<file path="config.mk">
export PLATFORM = sky130hd
export DESIGN_NAME = slave_req_scheduler
export DESIGN_NICKNAME = d
export VERILOG_FILES = /design/src/rtl/sched_pkg.sv /design/src/rtl/rr_arbiter.sv /design/src/rtl/slave_req_scheduler.sv
export SDC_FILE = /design/constraint.sdc
export NUM_CORES = 1
export LEC_CHECK = 0
export ABC_CLOCK_PERIOD_IN_PS = 4800
export BUFFER_PORTS_ARGS = -buffer_cell sky130_fd_sc_hd__buf_4
export CORE_MARGIN = 5
export CORE_UTILIZATION = 50
export DETAILED_ROUTE_END_ITERATION = 10
export GPL_TIMING_DRIVEN = 0
export PLACE_DENSITY = 0.81
export SYNTH_ARGS = -nofsm -noshare
export SYNTH_HDL_FRONTEND = slang
export SYNTH_HIERARCHICAL = 1
export SYNTH_SLANG_ARGS = --single-unit
export TNS_END_PERCENT = 30
</file>
<file path="constraint.sdc">
create_clock -name clk -period 4.8 [get_ports clk]
set_clock_uncertainty 0.05 [all_clocks]
set_input_delay 0.24 -clock clk [delete_from_list [all_inputs] [get_ports clk]]
set_output_delay 0.24 -clock clk [all_outputs]
set_load 0.02 [all_outputs]
</file>
<file path="src/rtl/sched_pkg.sv">
// Shared helpers for the slave request scheduler.
//   cnt_w(max) : width needed to hold the values 0..max inclusive.
// The tag record {dst, vc} has widths that depend on module parameters, and a
// package cannot take parameters. The typedef therefore lives in
// slave_req_scheduler, built from its own localparams.
package sched_pkg;

    function automatic int cnt_w(input int max);
        return $clog2(max + 1);
    endfunction

endpackage

</file>
<file path="src/rtl/rr_arbiter.sv">
// Round-robin arbiter with a one-hot grant.
//   clk, rst : clock and synchronous active-low reset (pointer back to 0)
//   en       : grants are allowed this cycle
//   req      : request vector
//   gnt      : one-hot grant, all zero when en is low or there is no request
//   gnt_idx  : index of the winner. Only meaningful while |gnt is set.
// The winner is the first set request at or after the pointer, wrapping
// around. After a grant the pointer moves to the slot just past the winner.
module rr_arbiter #(
    parameter int NUM_REQ = 4,
    localparam int PW = $clog2(NUM_REQ)
) (
    input  logic               clk,
    input  logic               rst,
    input  logic               en,
    input  logic [NUM_REQ-1:0] req,
    output logic [NUM_REQ-1:0] gnt,
    output logic [PW-1:0]      gnt_idx
);

    logic [PW-1:0] ptr;
    logic [PW-1:0] win;
    logic          found;

    always_comb begin
        int k;
        k     = 0;
        win   = '0;
        found = 1'b0;
        gnt   = '0;
        for (int i = 0; i < NUM_REQ; i++) begin
            // Index wraps by subtraction, so NUM_REQ need not be a power of two.
            k = int'(ptr) + i;
            if (k >= NUM_REQ) k = k - NUM_REQ;
            if (!found && req[k]) begin
                found = 1'b1;
                win   = PW'(k);
            end
        end
        if (en && found) gnt[win] = 1'b1;
    end

    assign gnt_idx = win;

    always_ff @(posedge clk) begin
        if (!rst)
            ptr <= '0;
        else if (|gnt)
            ptr <= (win == PW'(NUM_REQ - 1)) ? '0 : win + PW'(1);
    end

endmodule

</file>
<file path="src/rtl/slave_req_scheduler.sv">
// Credit-controlled scheduler that shares one in-order-reply slave between
// NUM_REQ NoC requester ports.
//   clk, rst         : clock and synchronous active-low reset
//   i_req_*          : per-requester valid, payload, return dst and return vc (packed)
//   o_req_ready      : one-hot grant. A request transfers on valid & ready.
//   o_slv_valid/data : registered issue stage toward the slave
//   i_slv_ready      : the slave accepts o_slv_* this cycle
//   i_rsp_valid      : slave reply. Replies come back in issue order.
//   o_rsp_*          : reply qualifier plus the return dst/vc of the oldest
//                      outstanding request
//   o_outstanding    : number of issued requests that have no reply yet
//   o_err            : sticky flag, set by a reply that arrives with nothing
//                      outstanding
module slave_req_scheduler
    import sched_pkg::*;
#(
    parameter int NUM_REQ          = 4,
    parameter int ADDRESS_WIDTH    = 4,
    parameter int VC_ADDRESS_WIDTH = 1,
    parameter int DATA_WIDTH       = 32,
    parameter int MAX_OUTSTANDING  = 12,
    localparam int CW = cnt_w(MAX_OUTSTANDING),
    localparam int QW = $clog2(MAX_OUTSTANDING),
    localparam int PW = $clog2(NUM_REQ)
) (
    input  logic                                 clk,
    input  logic                                 rst,
    input  logic [NUM_REQ-1:0]                   i_req_valid,
    input  logic [NUM_REQ*DATA_WIDTH-1:0]        i_req_data,
    input  logic [NUM_REQ*ADDRESS_WIDTH-1:0]     i_req_dst,
    input  logic [NUM_REQ*VC_ADDRESS_WIDTH-1:0]  i_req_vc,
    output logic [NUM_REQ-1:0]                   o_req_ready,
    output logic                                 o_slv_valid,
    output logic [DATA_WIDTH-1:0]                o_slv_data,
    input  logic                                 i_slv_ready,
    input  logic                                 i_rsp_valid,
    output logic                                 o_rsp_valid,
    output logic [ADDRESS_WIDTH-1:0]             o_rsp_dst,
    output logic [VC_ADDRESS_WIDTH-1:0]          o_rsp_vc,
    output logic [CW-1:0]                        o_outstanding,
    output logic                                 o_err
);

    typedef struct packed {
        logic [ADDRESS_WIDTH-1:0]    dst;
        logic [VC_ADDRESS_WIDTH-1:0] vc;
    } tag_t;

    // Per-requester views of the flat input buses.
    logic [NUM_REQ-1:0][DATA_WIDTH-1:0] req_data;
    tag_t [NUM_REQ-1:0]                 req_tag;

    assign req_data = i_req_data;

    for (genvar g = 0; g < NUM_REQ; g++) begin : g_tag
        assign req_tag[g].dst = i_req_dst[g*ADDRESS_WIDTH +: ADDRESS_WIDTH];
        assign req_tag[g].vc  = i_req_vc[g*VC_ADDRESS_WIDTH +: VC_ADDRESS_WIDTH];
    end

    logic [CW-1:0]      count;
    logic [QW-1:0]      wr_ptr;
    logic [QW-1:0]      rd_ptr;
    tag_t               tag_q [MAX_OUTSTANDING];
    logic               can_issue;
    logic [NUM_REQ-1:0] gnt;
    logic [PW-1:0]      gnt_idx;
    logic               gnt_fire;
    logic               rsp_fire;
    logic               orphan;

    // Only the registered count is used here. A reply in the same cycle does
    // not free its credit until the next cycle, which keeps the ready path
    // independent of i_rsp_valid.
    assign can_issue = rst && (count < CW'(MAX_OUTSTANDING)) &&
                       (!o_slv_valid || i_slv_ready);

    rr_arbiter #(.NUM_REQ(NUM_REQ)) u_arb (
        .clk     (clk),
        .rst     (rst),
        .en      (can_issue),
        .req     (i_req_valid),
        .gnt     (gnt),
        .gnt_idx (gnt_idx)
    );

    assign o_req_ready = gnt;
    assign gnt_fire    = |gnt;
    assign rsp_fire    = rst && i_rsp_valid && (count != '0);
    assign orphan      = rst && i_rsp_valid && (count == '0);

    assign o_rsp_valid   = rsp_fire;
    assign o_rsp_dst     = tag_q[rd_ptr].dst;
    assign o_rsp_vc      = tag_q[rd_ptr].vc;
    assign o_outstanding = count;

    // Issue register. A new grant overwrites it only when the slave takes the
    // current word or when the register is empty, because can_issue already
    // requires one of those.
    always_ff @(posedge clk) begin
        if (!rst) begin
            o_slv_valid <= 1'b0;
            o_slv_data  <= '0;
        end else if (gnt_fire) begin
            o_slv_valid <= 1'b1;
            o_slv_data  <= req_data[gnt_idx];
        end else if (i_slv_ready) begin
            o_slv_valid <= 1'b0;
        end
    end

    // Tag storage is not reset. Entries are only read at positions that were
    // written after the most recent reset, and count guards every read.
    always_ff @(posedge clk) begin
        if (gnt_fire) tag_q[wr_ptr] <= req_tag[gnt_idx];
    end

    always_ff @(posedge clk) begin
        if (!rst) begin
            wr_ptr <= '0;
            rd_ptr <= '0;
            count  <= '0;
            o_err  <= 1'b0;
        end else begin
            if (gnt_fire)
                wr_ptr <= (wr_ptr == QW'(MAX_OUTSTANDING - 1)) ? '0 : wr_ptr + QW'(1);
            if (rsp_fire)
                rd_ptr <= (rd_ptr == QW'(MAX_OUTSTANDING - 1)) ? '0 : rd_ptr + QW'(1);
            case ({gnt_fire, rsp_fire})
                2'b10:   count <= count + CW'(1);
                2'b01:   count <= count - CW'(1);
                default: count <= count;
            endcase
            if (orphan) o_err <= 1'b1;
        end
    end

endmodule

</file>
# After elaboration in Yosys (flattened, before gate mapping)
# Memory sizes are Yosys's and may differ from the RTL's. A register that Yosys moved wholly into a read port is not among the register bits.
# Index checks and enable logic that the tools add are counted.
op_classes:
  add_sub_neg: 12
  mul: 0
  div: 0
  magnitude_cmp: 11
  n_eq_ne: 5
  n_shift: 0
  mux: 41
  bitwise_logic: 0
  reduce_logical: 20
op_table:
  columns: ["cell", "n"]
  rows:
  - ["two-way mux 32 bit", 5]
  - ["less-than comparator 32 x 4 -> 1 bit (second input constant)", 4]
  - ["greater-or-equal comparator 32 x 4 -> 1 bit (second input constant)", 3]
  - ["subtractor 32 x 4 -> 32 bit (second input constant)", 3]
  - ["binary-select mux 32 bit (select 2 bit)", 1]
  - ["two-way mux 4 bit", 5]
  - ["two-way mux 1 bit", 17]
  - ["adder 4 x 1 -> 4 bit (second input constant)", 3]
  - ["binary-select mux 5 bit (select 2 bit)", 1]
  - ["logical AND 1 bit", 10]
  - ["two-way mux 2 bit", 5]
  - ["binary-select mux 1 bit (select 2 bit)", 4]
  - ["== test 4 bit (second input constant)", 2]
  - ["case mux 4 bit (2 select lines)", 1]
  - ["adder 2 x 2 -> 3 bit (second input constant)", 2]
  - ["two-way mux 5 bit", 1]
  - ["== test 2 bit (second input constant)", 2]
  - ["zero test 1 bit", 4]
  - ["zero test 4 bit", 1]
  - ["less-than comparator 4 bit (second input constant)", 1]
  - ["nonzero test 2 bit", 2]
  - ["nonzero test 4 bit", 1]
  - ["OR reduction 4 bit", 1]
  - ["subtractor 2 x 3 -> 4 bit (second input constant)", 1]
  - ["9 further kinds", 9]
totals:
  register_bits: 48
  latchBits: 0
  ram_bits: 60
  romBits: 0
  inputBits: 156
  output_inout_bits: 48
  word_cells: 97
  n_memories: 1
memory_table:
  columns: ["memory", "depth", "width", "rd", "rd_ports_with_merged_regs", "wr", "line", "rtl"]
  rows:
  - ["tag_q", 12, 5, 1, 1, 1, "slave_req_scheduler.sv:63", "tag_t tag_q [MAX_OUTSTANDING];"]

# Logic depth before layout (Yosys ltp)
# Gate-level depths: netlist of run 1.
depth:
  ltp_word: 23
  mapped_depth: 17
  mapped_depth_nobuf: 15

# Modules after synthesis
# Netlist of run 1, hierarchy kept.
by_module_without_submodules:
  columns: ["module", "instances", "cells_each", "area_each_um2", "seq_area_each_um2"]
  rows:
  - ["slave_req_scheduler", 1, 403, 5361.4, 2802.7]
  - ["rr_arbiter", 1, 30, 251.5, 40.0]

# Worst setup path before layout of run 1
# OpenSTA, ideal clock, no wires.
synth_path:
  path_type: "register -> register"
  start: "register u_arb.ptr[1]"
  end: "register count[2] (netlist: o_outstanding[2])"
  setup_time_ns: 0.070
  arrival_ns: 3.752
  required_ns: 4.680
  slack_ns: 0.928
  path_stages_with_launch: 18
  n_path_buf: 2
  synth_period_minus_slack_ns: 3.872
  path_cell_list: "dfxtp_1 -> mux2i_1 -> nor2_1 -> nor3_1 -> inv_1 -> ha_1 -> and2_2 -> or4_1 -> buf_2 -> inv_2 -> buf_2 -> ha_1 -> xor2_1 -> ha_1 -> nor3b_1 -> o21ai_0 -> a31o_1 -> a21boi_1"
synth_between:
  elab_chain_len: 23
  word_cells_on_any_way: 53
  cone_classes: "add/sub: 7; order compare: 6; eq/ne: 2; mux: 28; reduce/logical: 10"
synth_rtl:
  columns: ["element", "line", "rtl"]
  rows:
  - ["from (decl)", "rr_arbiter.sv:21", "logic [PW-1:0] ptr;"]
  - ["from (signal assigned)", "rr_arbiter.sv:49", "ptr <= (win == PW'(NUM_REQ - 1)) ? '0 : win + PW'(1);"]
  - ["parallel branches: the longest is 14 deep, another holds subtractor 32 x 4 -> 32 bit", null, null]
  - ["two-way mux 2 bit *", "rr_arbiter.sv:35", "if (!found && req[k]) begin"]
  - ["named net gnt_idx[0]", "slave_req_scheduler.sv:66", "logic [PW-1:0] gnt_idx;"]
  - ["less-than comparator 2 x 3 -> 1 bit (not written as such) / greater-or-equal comparator 2 x 1 -> 1 bit (equally long branches)", "rr_arbiter.sv:40", "if (en && found) gnt[win] = 1'b1;"]
  - ["logical AND 1 bit (not written as such)", "rr_arbiter.sv:40", null]
  - ["two-way mux 1 bit (not written as such)", "rr_arbiter.sv:40", null]
  - ["demux 1 bit (select 2 bit) *", null, null]
  - ["two-way mux 4 bit *", "rr_arbiter.sv:40", null]
  - ["named net o_req_ready[2]", "slave_req_scheduler.sv:32", "output logic [NUM_REQ-1:0] o_req_ready,"]
  - ["OR reduction 4 bit *", "slave_req_scheduler.sv:87", "assign gnt_fire = |gnt;"]
  - ["== test 2 x 1 -> 1 bit / == test 2 bit (equally long branches)", "slave_req_scheduler.sv:128", "case ({gnt_fire, rsp_fire})"]
  - ["case mux 4 bit (2 select lines) / nonzero test 2 bit (equally long branches)", null, null]
  - ["to (signal assigned)", "slave_req_scheduler.sv:129", "2'b10: count <= count + CW'(1);"]
  - ["to (signal assigned)", "slave_req_scheduler.sv:130", "2'b01: count <= count - CW'(1);"]
  - ["to (signal assigned)", "slave_req_scheduler.sv:131", "default: count <= count;"]
  - ["to (decl)", "slave_req_scheduler.sv:60", "logic [CW-1:0] count;"]
# Mark *: on every way through the listed nets, which the timed path passes. The select of a mux whose other input is x is not followed.
# A chain may end at the register's enable or synchronous reset.

# Worst setup path in the final report of run 1
layout_path:
  start: "register u_arb.ptr[1]"
  end: "register count[2] (netlist: o_outstanding[2])"
layout_between:
  elab_chain_len: 23
  word_cells_on_any_way: 53
  cone_classes: "add/sub: 7; order compare: 6; eq/ne: 2; mux: 28; reduce/logical: 10"
layout_rtl:
  columns: ["element", "line"]
  rows:
  - ["parallel branches: the longest is 14 deep, another holds subtractor 32 x 4 -> 32 bit", null]
  - ["two-way mux 2 bit *", "rr_arbiter.sv:35"]
  - ["named net gnt_idx[0]", "slave_req_scheduler.sv:66"]
  - ["less-than comparator 2 x 3 -> 1 bit (not written as such) / greater-or-equal comparator 2 x 1 -> 1 bit (equally long branches)", "rr_arbiter.sv:40"]
  - ["logical AND 1 bit (not written as such)", "rr_arbiter.sv:40"]
  - ["two-way mux 1 bit (not written as such)", "rr_arbiter.sv:40"]
  - ["demux 1 bit (select 2 bit) *", null]
  - ["two-way mux 4 bit *", "rr_arbiter.sv:40"]
  - ["OR reduction 4 bit *", "slave_req_scheduler.sv:87"]
  - ["== test 2 x 1 -> 1 bit / == test 2 bit (equally long branches)", "slave_req_scheduler.sv:128"]
  - ["case mux 4 bit (2 select lines) / nonzero test 2 bit (equally long branches)", null]
# Marked as above.

==> summary.log, run 1 <==
qor: outcome.status finished clean
qor: pwr.post-layout-total-power 3.04 mW
qor: final_layout.nets 814
qor: logic_synthesis.yosysSeqAreaShare 50.6%
qor: clock_tree.tritoncts done
qor: logic_synthesis.synth.ff_latch_count 112
qor: clock_tree.cts-root-to-sink-buffers 2
qor: final_layout.finalNonFillerCells 792
qor: sta.timing.final.ws_setup 0.466 ns
qor: critical_path.cp_data_arrival_time 4.56 ns
qor: routing.detail_route.iter0.violations 194
qor: sta.layout_min_cycle_time 4.33 ns
qor: clock_tree.clk_pin_slew 0.07 ns
qor: sta.worst_pin_slew 0.953 ns
qor: floorplanning.floorplan.initialDensity 51.3%
qor: final_layout.multiInputGateArea 2590 µm²
qor: sta.timing.final.hold_violations 0
qor: final_layout.insertedDiodeCount 0
qor: clock_tree.cts_inserted_buffers 9
qor: logic_synthesis.netlist_top_cells_area edfxtp_1 (32%), mux4_2 (21%), dfxtp_1 (19%)
qor: grt.overflow 0
qor: routing.postRouteAntennaNets 0
qor: min_path.hold_path_class in -> reg
qor: clock_tree.post_cts_hold_buffer_count 0
qor: sta.finalSetupViolCount 0
qor: run.max_cap_viol_count 0
qor: final_layout.final.fill_count 798
qor: critical_path.r2r.worst_path.cells 17
qor: critical_path.timing.setup.critical_path_class reg -> reg
qor: critical_path.crit_buf_inv 4
qor: grt.grt_pass1_vias 4670
qor: sta.hold_ws 0.117 ns
qor: routing.via_per_inst 5.47
qor: placement.count_of_input_and_output_buffers 203
qor: placement.globalplace.congestion 0.913
qor: logic_synthesis.synth_fp_nets 600
qor: final_layout.postLayoutCoreUtil 69.8%
qor: floorplanning.die_area 13400 µm²
qor: routing.drt-wirelength-per-cell 19.3 µm
qor: logic_synthesis.synthesis.area 5610 µm²
qor: routing.drc 0
qor: critical_path.worstSetupPathDepth 17
qor: placement.dp.final_hpwl 12500 µm
qor: critical_path.crit-reg2reg-capture o_outstanding[2]
qor: placement.total_placed_instance_area 7310 µm²
qor: final_layout.flow.area_growth_from_synthesis 36.0%
qor: critical_path.regToRegStartpoint u_arb/ptr[1]
qor: grt.grt_pass1_wl 23500 µm
qor: sta.min_period_over_period 90.3%
qor: logic_synthesis.synth_largest_area_cell edfxtp_1
qor: critical_path.r2r_setup_slack 0.47 ns
qor: logic_synthesis.synthDistinctLibCells 43
qor: floorplanning.die-height 116 µm
qor: floorplanning.design.portCount 204
qor: critical_path.worstPathRequired 5.02 ns
qor: clock_tree.post_cts.resized_instances 0
qor: logic_synthesis.yosys_warnings 6
qor: logic_synthesis.synthDominantCellAreaShare 32.1%
qor: final_layout.layout.cell_area.non_filler 7630 µm²
qor: routing.dr.pass1.iters 4
qor: critical_path.crit_path_start_kind register
qor: sta.fmax 0.231 GHz
qor: clock_tree.cts-htree-levels 3
qor: sta.rsz0062_at_grt false
qor: placement.numPlacedInstances 776
qor: pwr.pwr_density_cell 398 nW/µm²
qor: pwr.vdd_drop_max 0.000206 V
qor: critical_path.critical_path.endpoint o_outstanding[2]
qor: logic_synthesis.async_flop_share 0%
qor: floorplanning.floorplan.die.width 116 µm
qor: logic_synthesis.synth-edff-count 60
qor: critical_path.critPathLaunch u_arb/ptr[1]
qor: placement.placement.setup.worst_slack 0.363 ns
qor: critical_path.timing.critical_path.slowest_cell_delay 0.52 ns
qor: routing.wire_length_after_detailed_routing 15300 µm
qor: clock_tree.cts_root_buffer clkbuf_16
qor: final_layout.area.sequential 2840 µm²
qor: critical_path.worst_path_cell_trace mux2i_1 > nor2_1 > nor3_2 > inv_1 > ha_1 > and2_2 > or4_1 > buf_2 > inv_2 > buf_2 > ha_1 > xor2_1 > ha_1 > nor3b_1 > o21ai_0 > a31o_1 > a21boi_1
qor: clock_tree.insertion_delay 0.34 ns
qor: grt.grt_max_degree 22
qor: pwr.leakagePower 3.04 nW
qor: logic_synthesis.syn_inst 433
qor: sta.totalNegativeSetupSlack 0 ns
qor: critical_path.critical_path.slowest_cell or4_1
qor: routing.routed-via-count 4330
qor: floorplanning.core_region_area 10900 µm²
qor: sta.finalMaxSlewViolations 0
qor: floorplanning.core.rowCount 38
qor: grt.track_usage 22.8%
qor: critical_path.worst_path_dominant_cell_family simple AND/OR/NAND/NOR gates
qor: critical_path.path_max_fanout 10
qor: logic_synthesis.synth-main-ff-cell edfxtp_1
qor: final_layout.post_route_cells_drive_above_1_share 45.1%
qor: critical_path.most_frequent_cell_on_the_critical_path ha_1
qor: grt.grt_antenna_before_repair 0
qor: clock_tree.clock_sink_count 112
qor: clock_tree.postCtsSetupRepairBufs 0
qor: critical_path.cp-end-kind register
qor: sta.max_slew_margin 36.0%
qor: logic_synthesis.syn_avg_cell_area 13.0 µm²
-- cell families (layout without fill, tap and decap cells) --
group           Yosys count  in the layout  share of synthesized area, %
mux                      62             62                          22.6
simple gates            140            140                          11.8
fa+ha+maj                11             11                          2.45
flops                   112            112                          50.6
xor+xnor                  2              2                         0.312
compound gates           70             70                          8.89
buf+inv                  36            255                          3.28
-- final cells by class --
class	count	share of cell area, %
clock buffers	10	3.28
inverters	7	0.344
repair buffers	203	20.0
flip-flops and latches	112	37.3
well taps	140	2.30
plain buffers	29	2.07
clock inverters	6	0.836
multi-input cells	285	34.0
-- flip-flops by register name (all words and copies together), names as in the netlist, named ones only --
signal,count
wr_ptr,4
u_arb/ptr,2
rd_ptr,4
o_slv_valid,1
o_err,1
o_outstanding,4
o_slv_data,32
tag_q,60
-- where the power goes --
| group | switching (mW) | leakage [nW] | internal, mW | total [mW] |
|---|---|---|---|---|
| Sequential | 0.0657 | 0.968 | 1.14 | 1.21 |
| Clock | 0.360 | 0.154 | 0.397 | 0.757 |
| Combinational | 0.560 | 1.91 | 0.513 | 1.07 |
| Total | 0.986 | 3.04 | 2.05 | 3.04 |
-- worst register-to-register path, delay by kind of cell (launching register included) --
kind	cells	cell delay, ns
DFF	1	0.45
AOI/OAI and AO/OA	3	0.58
adders and majority gates	3	0.81
and+or+nand+nor	5	1.44
xor gates and xnor gates	1	0.11
muxes	1	0.21
buffers and inverters	4	0.61
-- synthesized netlist by cell type, types with 6 or more instances --
library cell,number
edfxtp_1,60
nor3b_1,6
mux2i_1,10
nor2_1,11
nor2b_1,7
clkbuf_1,9
a21boi_0,18
a21oi_1,6
a21boi_1,21
nand2_1,83
inv_1,6
and2_1,11
o21ai_0,13
ha_1,11
mux4_2,52
dfxtp_1,52
buf_2,8
-- layer usage --
| layer | global-route usage [%] | part of all wire (%) |
|---|---|---|
| met3 | 6.27 | 5.5 |
| met4 | 6.34 | 2.4 |
| met2 | 43.7 | 57 |
| met1 | 24.3 | 35 |
| met5 | 0 | 0 |
-- worst min-delay path by stage --
stage / startpoint / endpoint / cells past startpoint
3_3_place_gp: o_slv_data[27] / o_slv_data[27] / 2
3_5_place_dp: o_slv_data[10] / o_slv_data[10] / 2
5_1_grt: i_rsp_valid / o_err / 3
6_report: i_rsp_valid / o_err / 3
2_1_floorplan: rst / u_arb/ptr[1] / 1
4_1_cts: i_rsp_valid / o_err / 3
-- placed cells by master (no fill, tap or decap), drive strengths merged --
cell / count
o21a: 2
clkinv: 4
a21boi: 39
mux4: 52
nor4: 2
o22a: 1
nor3b: 6
nor3: 2
clkbuf: 20
nor2b: 7
nor4b: 1
a221oi: 1
buf: 222
xor2: 2
nand2: 83
o41a: 2
a31o: 1
nand3: 1
o21ai: 14
edfxtp: 60
and2: 13
a21oi: 6
nand4: 3
o31ai: 1
ha: 11
nor2: 11
a31oi: 3
and3b: 1
dfxtp: 52
mux2i: 10
nand2b: 4
inv: 9
or4: 2
and3: 4
Note: power is estimated with default switching activity, not from simulation.
==> run 2, diff against run 1 <==
--- a/config.mk
+++ b/config.mk
@@ -8,12 +8,12 @@
 export ABC_CLOCK_PERIOD_IN_PS = 4800
 export BUFFER_PORTS_ARGS = -buffer_cell sky130_fd_sc_hd__buf_4
 export CORE_MARGIN = 5
-export CORE_UTILIZATION = 50
+export CORE_UTILIZATION = 52
+export CTS_BUF_LIST = sky130_fd_sc_hd__clkbuf_4
 export DETAILED_ROUTE_END_ITERATION = 10
 export GPL_TIMING_DRIVEN = 0
-export PLACE_DENSITY = 0.81
+export PLACE_DENSITY = 0.83
 export SYNTH_ARGS = -nofsm -noshare
 export SYNTH_HDL_FRONTEND = slang
-export SYNTH_HIERARCHICAL = 1
 export SYNTH_SLANG_ARGS = --single-unit
 export TNS_END_PERCENT = 30
==> summary.log, run 2 <==
qor: clock_tree.tritoncts done
qor: sta.layout_min_cycle_time 4.39 ns
qor: clock_tree.post_cts.resized_instances 0
qor: routing.routed-via-count 5017
qor: logic_synthesis.yosys_warnings 0
qor: clock_tree.clock_sink_count 112
qor: routing.drt-wirelength-per-cell 18.8 µm
qor: routing.wire_length_after_detailed_routing 16600 µm
qor: routing.postRouteAntennaNets 0
qor: final_layout.registers.top_by_ff_count tag_q
qor: logic_synthesis.yosysSeqAreaShare 50.1%
qor: clock_tree.cts-root-to-sink-buffers 2
qor: final_layout.layout.cells.most_common buf_4
qor: sta.worst_pin_slew 1.08 ns
qor: logic_synthesis.netlist_top_cells_area edfxtp_1 (32%), dfxtp_1 (18%), mux2i_1 (6.7%)
qor: min_path.hold_depth 4
qor: logic_synthesis.post_synth_most_frequent_cells nand2_1 (67), edfxtp_1 (60), dfxtp_1 (52), mux2i_1 (38), o211ai_1 (36)
qor: critical_path.r2r_setup_slack 0.41 ns
qor: pwr.post-layout-total-power 3.58 mW
qor: final_layout.largest_reg_flops 60
qor: critical_path.r2r.worst_path.cells 19
qor: logic_synthesis.syn_inst 527
qor: clock_tree.insertion_delay 0.47 ns
qor: sta.finalSetupViolCount 0
qor: floorplanning.floorplan.initialDensity 52.6%
qor: clock_tree.clk_pin_slew 0.16 ns
qor: routing.via_per_inst 5.66
qor: sta.max_slew_margin 27.6%
qor: final_layout.reg_top3 tag_q: 60 flops, o_slv_data: 32 flops
qor: critical_path.path_max_fanout 10
qor: logic_synthesis.synthesis.area 5680 µm²
qor: logic_synthesis.synth.ff_latch_count 112
qor: placement.globalplace.congestion 0.899
qor: routing.detail_route.iter0.violations 332
qor: sta.min_period_over_period 91.4%
qor: critical_path.timing.setup.critical_path_class reg -> reg
qor: final_layout.final_cell_mix buf_4 (203), nand2_1 (67), edfxtp_1 (60), dfxtp_1 (52), mux2i_1 (38)
qor: logic_synthesis.synth_fp_nets 693
qor: placement.dp.final_hpwl 13500 µm
qor: clock_tree.postCtsSetupRepairBufs 0
qor: run.max_cap_viol_count 0
qor: clock_tree.cts_inserted_buffers 9
qor: final_layout.nets 907
qor: placement.count_of_input_and_output_buffers 202
qor: sta.rsz0062_at_grt false
qor: logic_synthesis.synth-edff-count 60
qor: clock_tree.post_cts_hold_buffer_count 0
qor: logic_synthesis.synth-main-ff-cell edfxtp_1
qor: floorplanning.core_region_area 10800 µm²
qor: floorplanning.design.portCount 204
qor: sta.hold_ws 0.0433 ns
qor: final_layout.flow.area_growth_from_synthesis 32.1%
qor: pwr.vdd_drop_max 0.000289 V
qor: floorplanning.die-height 114 µm
qor: routing.dr.pass1.iters 5
qor: logic_synthesis.synthDistinctLibCells 44
qor: sta.timing.final.hold_violations 0
qor: logic_synthesis.synth_largest_area_cell edfxtp_1
qor: final_layout.insertedDiodeCount 0
qor: grt.track_usage 25.4%
qor: critical_path.cp-end-kind register
qor: pwr.pwr_density_cell 477 nW/µm²
qor: logic_synthesis.synthDominantCellAreaShare 31.7%
qor: grt.grt_pass1_vias 5249
qor: sta.fmax 0.228 GHz
qor: critical_path.worstPathRequired 5.15 ns
qor: min_path.hold_path_class in -> reg
qor: routing.drc 0
qor: critical_path.crit_path_start_kind register
qor: sta.finalMaxSlewViolations 0
qor: critical_path.cp_data_arrival_time 4.74 ns
qor: grt.overflow 0
qor: floorplanning.floorplan.die.width 114 µm
qor: clock_tree.cts-htree-levels 3
qor: outcome.status finished clean
qor: floorplanning.core.rowCount 38
qor: final_layout.post_route_cells_drive_above_1_share 34.2%
qor: logic_synthesis.syn_avg_cell_area 10.8 µm²
qor: logic_synthesis.yosys.cell_count.top_type nand2_1
qor: logic_synthesis.async_flop_share 0%
qor: clock_tree.cts_root_buffer clkbuf_4
qor: floorplanning.die_area 13100 µm²
qor: pwr.leakagePower 3.20 nW
qor: sta.totalNegativeSetupSlack 0 ns
qor: grt.grt_max_degree 20
qor: grt.grt_antenna_before_repair 0
qor: grt.grt_pass1_wl 26200 µm
[run 2: cell families after synthesis]
kind of cell / synth area share [%]
compound gates: 20.0
simple gates: 10.4
flops: 50.1
buf+inv: 4.12
mux: 12.6
fa+ha+maj: 2.34
xor+xnor: 0.463
[run 2: worst paths after layout]
check | from | to
setup / recovery | u_arb.ptr[0] | o_outstanding[3]
hold reg to reg | o_err | o_err
setup reg to reg | u_arb.ptr[0] | o_outstanding[3]
hold / removal | i_rsp_valid | o_err
[run 2: area by class of cell]
class	instances	area, µm²
Fill cell	797	3290
Multi-Input combinational cell	358	2600
Tap cell	140	175
Clock inverter	6	52.6
Buffer	43	181
Clock buffer	10	75.1
Inverter	14	52.6
Sequential cell	112	2840
Timing Repair Buffer	203	1520
[run 2: power breakdown]
group / leakage, nW / total (mW) / internal, mW / switching [mW]
logic: 2.16 / 1.74 / 0.729 / 1.01
registers: 0.971 / 1.40 / 1.28 / 0.122
clock network: 0.0651 / 0.435 / 0.120 / 0.315
[run 2: stage by stage]
| step | util (%) | worst slack [ns] | cell area (µm²) | std cells |
|---|---|---|---|---|
| 6_report | 69.5 | 0.412 | 7500 | 886 |
| 5_1_grt | 69.5 | 0.125 | 7500 | 886 |
| 4_1_cts | 69.5 | 0.464 | 7500 | 885 |
| 3_5_place_dp | 68.3 | 0.450 | 7370 | 869 |
| 3_3_place_gp | 68.3 | 0.549 | 7370 | 869 |
| 2_1_floorplan | - | 1.12 | 5680 | 527 |
[run 2: critical path, stage by stage (launching register included)]
cell and delay [ns]:
dfxtp_1 0.42, nor2b_1 0.11, or4b_1 0.52, and2_1 0.16
buf_2 0.14, inv_2 0.12, buf_2 0.25, ha_1 0.17
inv_1 0.05, o2111a_1 0.21, nor2_2 0.29, inv_2 0.15
buf_2 0.22, ha_1 0.24, ha_1 0.28, a21o_1 0.18
a21oi_1 0.20, xnor2_1 0.11, or3_1 0.30, a21boi_0 0.16
[run 2: metal layers]
layer / wire length (µm) / GRT usage [%]
met5: 0 / 0
met4: 476 / 9.66
met3: 1060 / 5.92
met2: 8970 / 45.8
met1: 6140 / 29.1
==> run 3, diff against run 2 <==
--- a/config.mk
+++ b/config.mk
@@ -12,7 +12,7 @@
 export CTS_BUF_LIST = sky130_fd_sc_hd__clkbuf_4
 export DETAILED_ROUTE_END_ITERATION = 10
 export GPL_TIMING_DRIVEN = 0
-export PLACE_DENSITY = 0.83
+export PLACE_DENSITY_LB_ADDON = 0.25
 export SYNTH_ARGS = -nofsm -noshare
 export SYNTH_HDL_FRONTEND = slang
 export SYNTH_SLANG_ARGS = --single-unit
==> summary.log, run 3 (same netlist as run 2, synthesis figures left out) <==
qor: outcome.status finished clean
qor: final_layout.postLayoutCoreUtil 69.5%
qor: placement.globalplace.congestion 0.843
qor: routing.via_per_inst 5.69
qor: sta.timing.final.ws_setup 0.364 ns
qor: final_layout.multiInputGateArea 2600 µm²
qor: critical_path.crit_buf_inv 6
qor: clock_tree.cts-root-to-sink-buffers 2
qor: placement.placement.setup.worst_slack 0.365 ns
qor: placement.count_of_input_and_output_buffers 202
qor: sta.finalMaxSlewViolations 0
qor: critical_path.cp_data_arrival_time 4.78 ns
qor: final_layout.final_cell_mix buf_4 (203), nand2_1 (67), edfxtp_1 (60), dfxtp_1 (52), mux2i_1 (38)
qor: grt.grt_pass1_wl 26100 µm
qor: grt.grt_busiest_layer met2
qor: critical_path.critPathLaunch u_arb.ptr[0]
qor: critical_path.worst_path_dominant_cell_family simple AND/OR/NAND/NOR gates
qor: sta.layout_min_cycle_time 4.44 ns
qor: final_layout.final.fill_count 821
qor: sta.min_period_over_period 92.4%
qor: final_layout.post_route_cells_drive_above_1_share 34.0%
qor: critical_path.worstSetupPathDepth 19
qor: critical_path.cp-end-kind register
qor: grt.grt_antenna_before_repair 0
qor: sta.max_slew_margin 17.1%
qor: critical_path.worstPathRequired 5.14 ns
qor: grt.grt_max_degree 21
qor: grt.grt_pass1_vias 5369
qor: final_layout.insertedDiodeCount 0
qor: sta.fmax 0.225 GHz
qor: floorplanning.design.portCount 204
qor: routing.routed-via-count 5036
qor: clock_tree.clock_sink_count 112
qor: sta.finalSetupViolCount 0
qor: grt.track_usage 25.2%
qor: clock_tree.post_cts.resized_instances 0
qor: final_layout.finalNonFillerCells 885
qor: sta.rsz0062_at_grt false
qor: clock_tree.cts_root_buffer clkbuf_4
qor: critical_path.crit_path_start_kind register
qor: clock_tree.post_cts_hold_buffer_count 0
qor: critical_path.critical_path.slowest_cell or4b_1
qor: final_layout.reg_top3 tag_q: 60 flops, o_slv_data: 32 flops
qor: final_layout.registers.top_by_ff_count tag_q
qor: clock_tree.cts-htree-levels 3
qor: critical_path.worst_path_cell_trace nor2b_1 > or4b_1 > and2_1 > buf_2 > inv_2 > buf_2 > ha_1 > inv_1 > o2111a_1 > nor2_2 > inv_2 > buf_2 > ha_1 > ha_1 > a21o_1 > a21oi_1 > xnor2_1 > or3_1 > a21boi_0
qor: routing.drt-wirelength-per-cell 18.7 µm
qor: final_layout.flow.area_growth_from_synthesis 32.1%
qor: routing.wire_length_after_detailed_routing 16600 µm
qor: pwr.vdd_drop_max 0.000267 V
qor: floorplanning.floorplan.die.width 114 µm
qor: floorplanning.die_area 13100 µm²
qor: grt.grt_use_met3 4.76%
qor: clock_tree.postCtsSetupRepairBufs 0
qor: critical_path.regToRegStartpoint u_arb.ptr[0]
qor: final_layout.layout.cell_area.non_filler 7500 µm²
qor: final_layout.largest_reg_flops 60
qor: grt.overflow 0
qor: floorplanning.core.rowCount 38
qor: routing.dr.pass1.iters 4
qor: min_path.hold_depth 3
qor: sta.timing.final.hold_violations 0
qor: critical_path.timing.critical_path.slowest_cell_delay 0.52 ns
qor: critical_path.timing.setup.critical_path_class reg -> reg
qor: critical_path.path_max_fanout 10
qor: floorplanning.floorplan.initialDensity 52.6%
qor: final_layout.layout.cells.most_common buf_4
qor: critical_path.critical_path.endpoint o_outstanding[3]
qor: placement.total_placed_instance_area 7370 µm²
qor: run.max_cap_viol_count 0
qor: min_path.hold_path_class in -> reg
qor: routing.postRouteAntennaNets 0
qor: pwr.leakagePower 3.20 nW
qor: clock_tree.tritoncts done
qor: floorplanning.die-height 114 µm
qor: placement.numPlacedInstances 869
qor: routing.detail_route.iter0.violations 319
qor: grt.grt_util_met1 27.3%
qor: clock_tree.cts_inserted_buffers 9
qor: sta.worst_pin_slew 1.23 ns
qor: critical_path.crit-reg2reg-capture o_outstanding[3]
qor: floorplanning.core_region_area 10800 µm²
qor: routing.drc 0
qor: pwr.pwr_density_cell 479 nW/µm²
qor: sta.totalNegativeSetupSlack 0 ns
qor: final_layout.area.sequential 2840 µm²
qor: clock_tree.clk_pin_slew 0.18 ns
qor: critical_path.r2r_setup_slack 0.36 ns
qor: grt.use_met2 47.7%
qor: clock_tree.insertion_delay 0.45 ns
qor: final_layout.nets 906
qor: placement.dp.final_hpwl 13400 µm
qor: critical_path.r2r.worst_path.cells 19
run 3: tightest hold or removal path, cell delays in order:
cell,delay [ns]
buf_4,0.08
nor2b_1,0.05
o21a_1,0.17
run 3: worst min path at each step:
stage,to,startpoint
floorplan,o_err,i_rsp_valid
global placement,o_err,o_err
detailed placement,o_err,o_err
CTS,o_slv_valid,i_slv_ready
global route,o_slv_valid,i_slv_ready
finish,o_slv_valid,i_slv_ready
run 3: layout make-up:
class | count | share of cell area [%]
Sequential cell | 112 | 37.9
Timing Repair Buffer | 202 | 20.2
Tap cell | 140 | 2.34
Multi-Input combinational cell | 358 | 34.7
Inverter | 14 | 0.701
Buffer | 43 | 2.42
Clock buffer | 9 | 0.901
Clock inverter | 7 | 0.818
run 3: metrics by stage:
step / hold slack (ns) / power [mW]
global placement: 0.403 / 3.11
CTS: 0.0383 / 3.60
floorplan: 0.423 / 2.49
finish: 0.0536 / 3.59
detailed placement: 0.429 / 3.17
global route: 0.0494 / 3.80
run 3: power by group:
part | switching, mW | total, mW | leakage, nW | internal [mW]
combinational | 1.02 | 1.75 | 2.16 | 0.729
clock | 0.332 | 0.452 | 0.0765 | 0.120
sequential | 0.114 | 1.39 | 0.971 | 1.28
total | 1.47 | 3.59 | 3.20 | 2.13
run 3: layer usage:
metal / wire length [µm] / vias to the layer above
met5: 0 / -
met1: 5890 / 2394
met2: 9030 / 190
li1: - / 2408
met3: 995 / 44
met4: 644 / 0
